==> config.mk <==
export PLATFORM = sky130hd
export DESIGN_NAME = uart_tx_arbiter
export DESIGN_NICKNAME = d
export VERILOG_FILES = /design/src/rtl/uart_pkg.sv /design/src/rtl/rr_arbiter.sv /design/src/rtl/uart_tx_arbiter.sv
export SDC_FILE = /design/constraint.sdc
export NUM_CORES = 1
export LEC_CHECK = 0
export CORE_MARGIN = 4
export CORE_UTILIZATION = 40
export DETAILED_ROUTE_END_ITERATION = 6
export PLACE_DENSITY = 0.75
export SLEW_MARGIN = 20
export SYNTH_ARGS = -nofsm -noshare
export SYNTH_HDL_FRONTEND = slang
export SYNTH_SLANG_ARGS = --single-unit
==> constraint.sdc <==
create_clock -name clk -period 8.25 [get_ports clk]
set_input_delay 1.65 -clock clk [delete_from_list [all_inputs] [get_ports clk]]
set_output_delay 1.65 -clock clk [all_outputs]
set_load 0.05 [all_outputs]
==> src/rtl/uart_pkg.sv <==
// Shared definitions for the UART controllers: frame-scheduler state encoding and
// a width helper that never returns less than one bit.
package uart_pkg;

    typedef enum logic [1:0] {
        ST_IDLE      = 2'd0,
        ST_START     = 2'd1,
        ST_WAIT_BUSY = 2'd2,
        ST_WAIT_DONE = 2'd3
    } state_e;

    function automatic int clog2_min1(input int n);
        int w;
        w = 1;
        for (int i = 1; i < 31; i++) begin
            if ((1 << i) < n) begin
                w = i + 1;
            end
        end
        return w;
    endfunction

endpackage

==> src/rtl/rr_arbiter.sv <==
// Combinational round-robin pick: the first asserted request strictly after the
// pointer position (wrapping), reported as a one-hot grant and a binary index.
module rr_arbiter
    import uart_pkg::*;
#(
    parameter int N_REQ = 4,
    parameter int IDW   = clog2_min1(N_REQ)
) (
    input  logic [N_REQ-1:0] req,
    input  logic [IDW-1:0]   ptr,
    input  logic             en,
    output logic [N_REQ-1:0] grant,
    output logic [IDW-1:0]   idx
);

    logic [IDW-1:0] cand;

    // Walk from the farthest candidate to the nearest so the nearest one wins.
    always_comb begin
        grant = '0;
        idx   = '0;
        cand  = '0;
        for (int k = N_REQ; k >= 1; k--) begin
            cand = IDW'((int'(ptr) + k) % N_REQ);
            if (en && req[cand]) begin
                grant       = '0;
                grant[cand] = 1'b1;
                idx         = cand;
            end
        end
    end

endmodule

==> src/rtl/uart_tx_arbiter.sv <==
// Round-robin scheduler sharing one UART transmitter among N_REQ byte sources.
// Optional transmitter no-response timeout is enabled by defining UART_ARB_TIMEOUT_EN.
module uart_tx_arbiter
    import uart_pkg::*;
#(
    parameter int  N_REQ          = 4,
    parameter int  DATA_LEN       = 8,
    parameter int  TIMEOUT_CYCLES = 1_000_000,
    localparam int IDW            = clog2_min1(N_REQ)
) (
    input  logic                      clk,
    input  logic                      rst,
    input  logic [N_REQ-1:0]          req_valid,
    input  logic [N_REQ*DATA_LEN-1:0] req_data,
    output logic [N_REQ-1:0]          req_ready,
    output logic [DATA_LEN-1:0]       tx_data,
    output logic                      tx_start,
    input  logic                      tx_empty,
    output logic [IDW-1:0]            grant_id,
    output logic                      busy,
    output logic                      timeout_err
);

    localparam int             CNT_W   = (TIMEOUT_CYCLES > 2) ? $clog2(TIMEOUT_CYCLES) : 1;
    localparam logic [IDW-1:0] PTR_RST = IDW'(N_REQ - 1);

    state_e                state_q, state_d;
    logic [IDW-1:0]        ptr_q, ptr_d;
    logic [DATA_LEN-1:0]   tx_data_q, tx_data_d;
    logic [IDW-1:0]        grant_id_q, grant_id_d;
    logic                  tx_start_q, tx_start_d;
    logic                  timeout_err_q, timeout_err_d;
    logic                  arb_en;
    logic [N_REQ-1:0]      win_onehot;
    logic [IDW-1:0]        win_idx;
    logic [DATA_LEN-1:0]   lane [N_REQ];

`ifdef UART_ARB_TIMEOUT_EN
    localparam logic [CNT_W-1:0] CNT_LAST = CNT_W'(TIMEOUT_CYCLES - 1);
    logic [CNT_W-1:0] cnt_q, cnt_d;
`else
    logic [CNT_W-1:0] unused_cnt;
    assign unused_cnt = '0;
`endif

    for (genvar g = 0; g < N_REQ; g++) begin : g_lane
        assign lane[g] = req_data[g*DATA_LEN +: DATA_LEN];
    end

    // Arbitration is only live in IDLE with the transmitter free, and never in reset.
    assign arb_en = rst && (state_q == ST_IDLE) && tx_empty;

    rr_arbiter #(
        .N_REQ (N_REQ),
        .IDW   (IDW)
    ) u_rr (
        .req   (req_valid),
        .ptr   (ptr_q),
        .en    (arb_en),
        .grant (win_onehot),
        .idx   (win_idx)
    );

    always_comb begin
        state_d       = state_q;
        ptr_d         = ptr_q;
        tx_data_d     = tx_data_q;
        grant_id_d    = grant_id_q;
        tx_start_d    = 1'b0;
        timeout_err_d = 1'b0;
`ifdef UART_ARB_TIMEOUT_EN
        cnt_d         = cnt_q;
`endif
        unique case (state_q)
            ST_IDLE: begin
                if (|win_onehot) begin
                    tx_data_d  = lane[win_idx];
                    grant_id_d = win_idx;
                    ptr_d      = win_idx;
                    tx_start_d = 1'b1;
                    state_d    = ST_START;
                end
            end
            ST_START: begin
                state_d = ST_WAIT_BUSY;
`ifdef UART_ARB_TIMEOUT_EN
                cnt_d   = '0;
`endif
            end
            ST_WAIT_BUSY: begin
                if (!tx_empty) begin
                    state_d = ST_WAIT_DONE;
`ifdef UART_ARB_TIMEOUT_EN
                end else if (cnt_q == CNT_LAST) begin
                    // Transmitter never picked the byte up: drop it and free the line.
                    state_d       = ST_IDLE;
                    timeout_err_d = 1'b1;
                end else begin
                    cnt_d = cnt_q + 1'b1;
`endif
                end
            end
            ST_WAIT_DONE: begin
                if (tx_empty) begin
                    state_d = ST_IDLE;
                end
            end
            default: state_d = ST_IDLE;
        endcase
    end

    always_ff @(posedge clk) begin
        if (!rst) begin
            state_q       <= ST_IDLE;
            ptr_q         <= PTR_RST;
            tx_data_q     <= '0;
            grant_id_q    <= '0;
            tx_start_q    <= 1'b0;
            timeout_err_q <= 1'b0;
`ifdef UART_ARB_TIMEOUT_EN
            cnt_q         <= '0;
`endif
        end else begin
            state_q       <= state_d;
            ptr_q         <= ptr_d;
            tx_data_q     <= tx_data_d;
            grant_id_q    <= grant_id_d;
            tx_start_q    <= tx_start_d;
            timeout_err_q <= timeout_err_d;
`ifdef UART_ARB_TIMEOUT_EN
            cnt_q         <= cnt_d;
`endif
        end
    end

    assign req_ready   = win_onehot;
    assign tx_data     = tx_data_q;
    assign tx_start    = tx_start_q;
    assign grant_id    = grant_id_q;
    assign busy        = (state_q != ST_IDLE);
    assign timeout_err = timeout_err_q;

endmodule
==> metrics.txt <==
# TYPE chip_impl_metric gauge
chip_impl_metric{name="synth_warnings",unit=""} 0
chip_impl_metric{name="clk_path_buf_depth",unit=""} 2
chip_impl_metric{name="die_w",unit="um"} 64.7
chip_impl_metric{name="timing_hold_violations_final",unit=""} 0
chip_impl_metric{name="antenna_cells",unit=""} 0
chip_impl_metric{name="floorplan.initialDensity",unit=""} 0.421
chip_impl_info{name="path_common_cell",value="sky130_fd_sc_hd__clkdlybuf4s50_1"} 1
chip_impl_metric{name="wirelength",unit="mm"} 3.35
chip_impl_metric{name="ctsHoldBuffers",unit=""} 0
chip_impl_metric{name="worstMarginPinSlew",unit="ns"} 0.831
chip_impl_metric{name="h-tree-depth",unit=""} 1
chip_impl_metric{name="ys_async_sr_fraction",unit=""} 0
chip_impl_metric{name="post_synth.cell_area_avg",unit="sq um"} 10.2
chip_impl_metric{name="postCtsResizedCells",unit=""} 0
chip_impl_metric{name="peak_clock_frequency_supported_by_timing",unit="MHz"} 163
chip_impl_metric{name="remaining_drc_errors",unit=""} 0
chip_impl_metric{name="max-vdd-ir-drop",unit="mV"} 0.154
chip_impl_info{name="cts_root_buffer",value="sky130_fd_sc_hd__clkbuf_4"} 1
chip_impl_metric{name="route.antenna.remaining_nets",unit=""} 0
chip_impl_metric{name="clock_latency",unit="ns"} 0.29
chip_impl_info{name="synth_top_flop_cell",value="sky130_fd_sc_hd__dfxtp_1"} 1
chip_impl_metric{name="synth_top_area_share",unit=""} 0.234
chip_impl_metric{name="initial_antenna_violation_count",unit=""} 0
chip_impl_metric{name="worstPathBufferInverterCount",unit=""} 2
chip_impl_metric{name="post_synth_edffs",unit=""} 0
chip_impl_metric{name="num-fill-cells",unit=""} 260
chip_impl_metric{name="arrival_time_worst_endpoint",unit="ns"} 4.47
chip_impl_metric{name="first_iter_violations",unit=""} 53
chip_impl_info{name="commonest_non_fill_non_tap_cell_in_the_layout",value="sky130_fd_sc_hd__clkdlybuf4s50_1"} 1
chip_impl_info{name="top_library_cells_by_usage_in_the_layout_fill_and_taps_aside",value="sky130_fd_sc_hd__clkdlybuf4s50_1 (54), sky130_fd_sc_hd__dfxtp_1 (15), sky130_fd_sc_hd__mux4_2 (12), sky130_fd_sc_hd__ha_1 (12), sky130_fd_sc_hd__a21o_1 (8)"} 1
chip_impl_metric{name="hold_slack",unit="ns"} 0.483
chip_impl_info{name="tritoncts_clock_tree",value="built"} 1
chip_impl_metric{name="setup_violations",unit=""} 0
chip_impl_metric{name="timing.critical_path.fanout_max",unit=""} 15
chip_impl_metric{name="drt_pre_antenna_iters",unit=""} 4
chip_impl_metric{name="worstPathRequired",unit="ns"} 6.60
chip_impl_metric{name="wl_per_cell",unit="um"} 15.1
chip_impl_metric{name="finish.instance_area",unit="sq mm"} 0.00187
chip_impl_metric{name="setup-tns-final",unit="ns"} 0
chip_impl_metric{name="die_area",unit="sq mm"} 0.00418
chip_impl_info{name="critPathKind",value="input port to output port"} 1
chip_impl_metric{name="final-seq-area",unit="sq um"} 300
chip_impl_metric{name="post_route_cells_drive_above_1_share",unit=""} 0.129
chip_impl_info{name="hold_path.class",value="flop to flop"} 1
chip_impl_metric{name="postCtsSetupRepairBufs",unit=""} 0
chip_impl_metric{name="globalRoute.totalOverflow",unit=""} 0
chip_impl_metric{name="tritoncts_num_sinks",unit=""} 15
chip_impl_metric{name="multiInputGateArea",unit="sq um"} 916
chip_impl_metric{name="cts_buffers",unit=""} 3
chip_impl_metric{name="largest_net_degree_at_the_start_of_global_routing",unit=""} 16
chip_impl_info{name="cpLargestDelayFamily",value="buffers and inverters"} 1
chip_impl_metric{name="leakagePower",unit="nW"} 0.810
chip_impl_metric{name="syn_area",unit="sq mm"} 0.00128
chip_impl_metric{name="finalCritPeriodShare",unit=""} 0.742
chip_impl_info{name="run_status",value="complete, no violations"} 1
chip_impl_metric{name="gpl.final_weighted_congestion",unit=""} 1.01
chip_impl_info{name="grt_setup_unrepaired",value="false"} 1
chip_impl_metric{name="floorplan.io_pins",unit=""} 56
chip_impl_metric{name="yosys.cell_types.count",unit=""} 40
chip_impl_metric{name="timing.max_slew.rel_slack",unit=""} 0.442
chip_impl_metric{name="fp.dieH",unit="um"} 64.7
chip_impl_info{name="cp-start-kind",value="input port"} 1
chip_impl_metric{name="number_of_buffers_added_on_ports",unit=""} 54
chip_impl_info{name="crit_chain",value="clkdlybuf4s50_1 -> and3_1 -> and2_1 -> a32oi_1 -> a31oi_1 -> clkdlybuf4s50_1"} 1
chip_impl_info{name="yosys-top-cells-area",value="sky130_fd_sc_hd__dfxtp_1 (23%), sky130_fd_sc_hd__mux4_2 (21%), sky130_fd_sc_hd__ha_1 (12%)"} 1
chip_impl_metric{name="clk_transition_reported_paths",unit="ns"} 0.10
chip_impl_info{name="library_cell_with_the_largest_summed_area_after_synthesis",value="sky130_fd_sc_hd__dfxtp_1"} 1
chip_impl_info{name="critical_path.slowest_cell",value="sky130_fd_sc_hd__clkdlybuf4s50_1"} 1
chip_impl_metric{name="num-nets-final",unit=""} 230
chip_impl_metric{name="place_hpwl",unit="mm"} 2.67
chip_impl_metric{name="cellPowerDensity",unit="mW/mm^2"} 329
chip_impl_metric{name="grt_pass1_vias",unit=""} 1265
chip_impl_metric{name="shortest_period_the_worst_path_allows",unit="ns"} 6.12
chip_impl_metric{name="wire_length_of_the_first_global_routing_pass",unit="mm"} 5.56
chip_impl_metric{name="ys_seq_elements",unit=""} 15
chip_impl_metric{name="grtUsageTotal",unit=""} 0.163
chip_impl_metric{name="via_per_inst",unit=""} 5.52
chip_impl_metric{name="dpl_cell_area",unit="sq mm"} 0.00184
chip_impl_metric{name="syn_to_final_growth",unit="%"} 45.7
chip_impl_info{name="worst_setup_path_end_kind",value="output port"} 1
chip_impl_metric{name="core_region_area",unit="sq mm"} 0.00305
chip_impl_metric{name="clock_skew",unit="ns"} 0.00123
chip_impl_metric{name="row_count",unit=""} 20
chip_impl_metric{name="drv_cap",unit=""} 0
chip_impl_metric{name="timing_max_transition_violations_final",unit=""} 0
chip_impl_metric{name="syn_nets",unit=""} 177
chip_impl_metric{name="postSynthCellCount",unit=""} 126
chip_impl_metric{name="max_stage_delay",unit="ns"} 0.88
chip_impl_metric{name="detailroute.via_count",unit=""} 1225
chip_impl_metric{name="synth_seq_area_share",unit=""} 0.234
==> power breakdown <==
| part | switching [mW] | internal, mW |
|---|---|---|
| combinational | 0.263 | 0.179 |
| sequential | 0.0275 | 0.102 |
| clock | 0.0268 | 0.0184 |
| total | 0.317 | 0.300 |
==> Yosys cell counts, drive strengths merged (2+ instances only) <==
cell / instances
a211oi: 2
a21o: 8
a21oi: 2
a221oi: 2
a31oi: 4
a32oi: 4
and2: 2
and3: 9
buf: 4
clkbuf: 2
dfxtp: 15
ha: 12
inv: 8
mux4: 12
nand2: 3
nand3: 5
nor2: 6
nor2b: 6
o211ai: 4
o21ai: 4
==> routing by layer <==
metal | part of all wire | global-route usage | up-vias
met4 | 0 | 0.0369 | 0
met2 | 0.51 | 0.305 | 37
li1 | - | - | 593
met5 | 0 | 0 | -
met1 | 0.43 | 0.186 | 595
met3 | 0.056 | 0.0399 | 0
==> area by class of cell <==
cell class              instances  area share
clock buffers                   3      0.0120
repair buffers                 54       0.289
clock inverters                 1     0.00401
flip-flops and latches         15       0.160
well taps                      44      0.0294
inverters                       8      0.0160
multi-input cells              97       0.489
==> sequential cells by signal, summed over array words and instances, names as in the netlist <==
signal,count
tx_data,8
grant_id,2
ptr_q,2
state_q,2
tx_start,1
==> worst reg2reg max path, stage by stage (launching register included) <==
cell                       delay, ns
sky130_fd_sc_hd__dfxtp_1        0.65
sky130_fd_sc_hd__inv_1          0.26
sky130_fd_sc_hd__ha_1           0.40
sky130_fd_sc_hd__mux4_2         0.34
sky130_fd_sc_hd__nor2b_4        0.17
sky130_fd_sc_hd__a32oi_1        0.23
sky130_fd_sc_hd__a31oi_1        0.21
sky130_fd_sc_hd__nor4_4         0.72
sky130_fd_sc_hd__inv_2          0.25
sky130_fd_sc_hd__o211a_1        0.27
sky130_fd_sc_hd__a211oi_1       0.18
==> path summary, 6_finish.rpt <==
path / from / endpoint / slack [ns] / depth (start not counted)
setup / recovery: rst / req_ready[2] / 2.13 / 6
hold / removal: grant_id[1] / grant_id[1] / 0.48 / 2
setup reg to reg: ptr_q[0] / state_q[0] / 4.50 / 10
hold reg to reg: grant_id[1] / grant_id[1] / 0.48 / 2
==> stage by stage <==
stage               std cells  utilization  worst slack (ns)  power (mW)
global route              222        0.613              2.05       0.659
finish                    222        0.613              2.13       0.617
detailed placement        218        0.603              2.21       0.572
floorplan                 126            -              3.11       0.463
global placement          218        0.603              2.34       0.562
CTS                       222        0.613              2.21       0.617
==> cells by family after synthesis <==
kind of cell,synth area share
compound gates,0.199
fa+ha+maj,0.117
buf+inv,0.0535
mux,0.218
other cells,0.00292
simple gates,0.176
flops,0.234
Note: power is estimated with default switching activity, not from simulation.
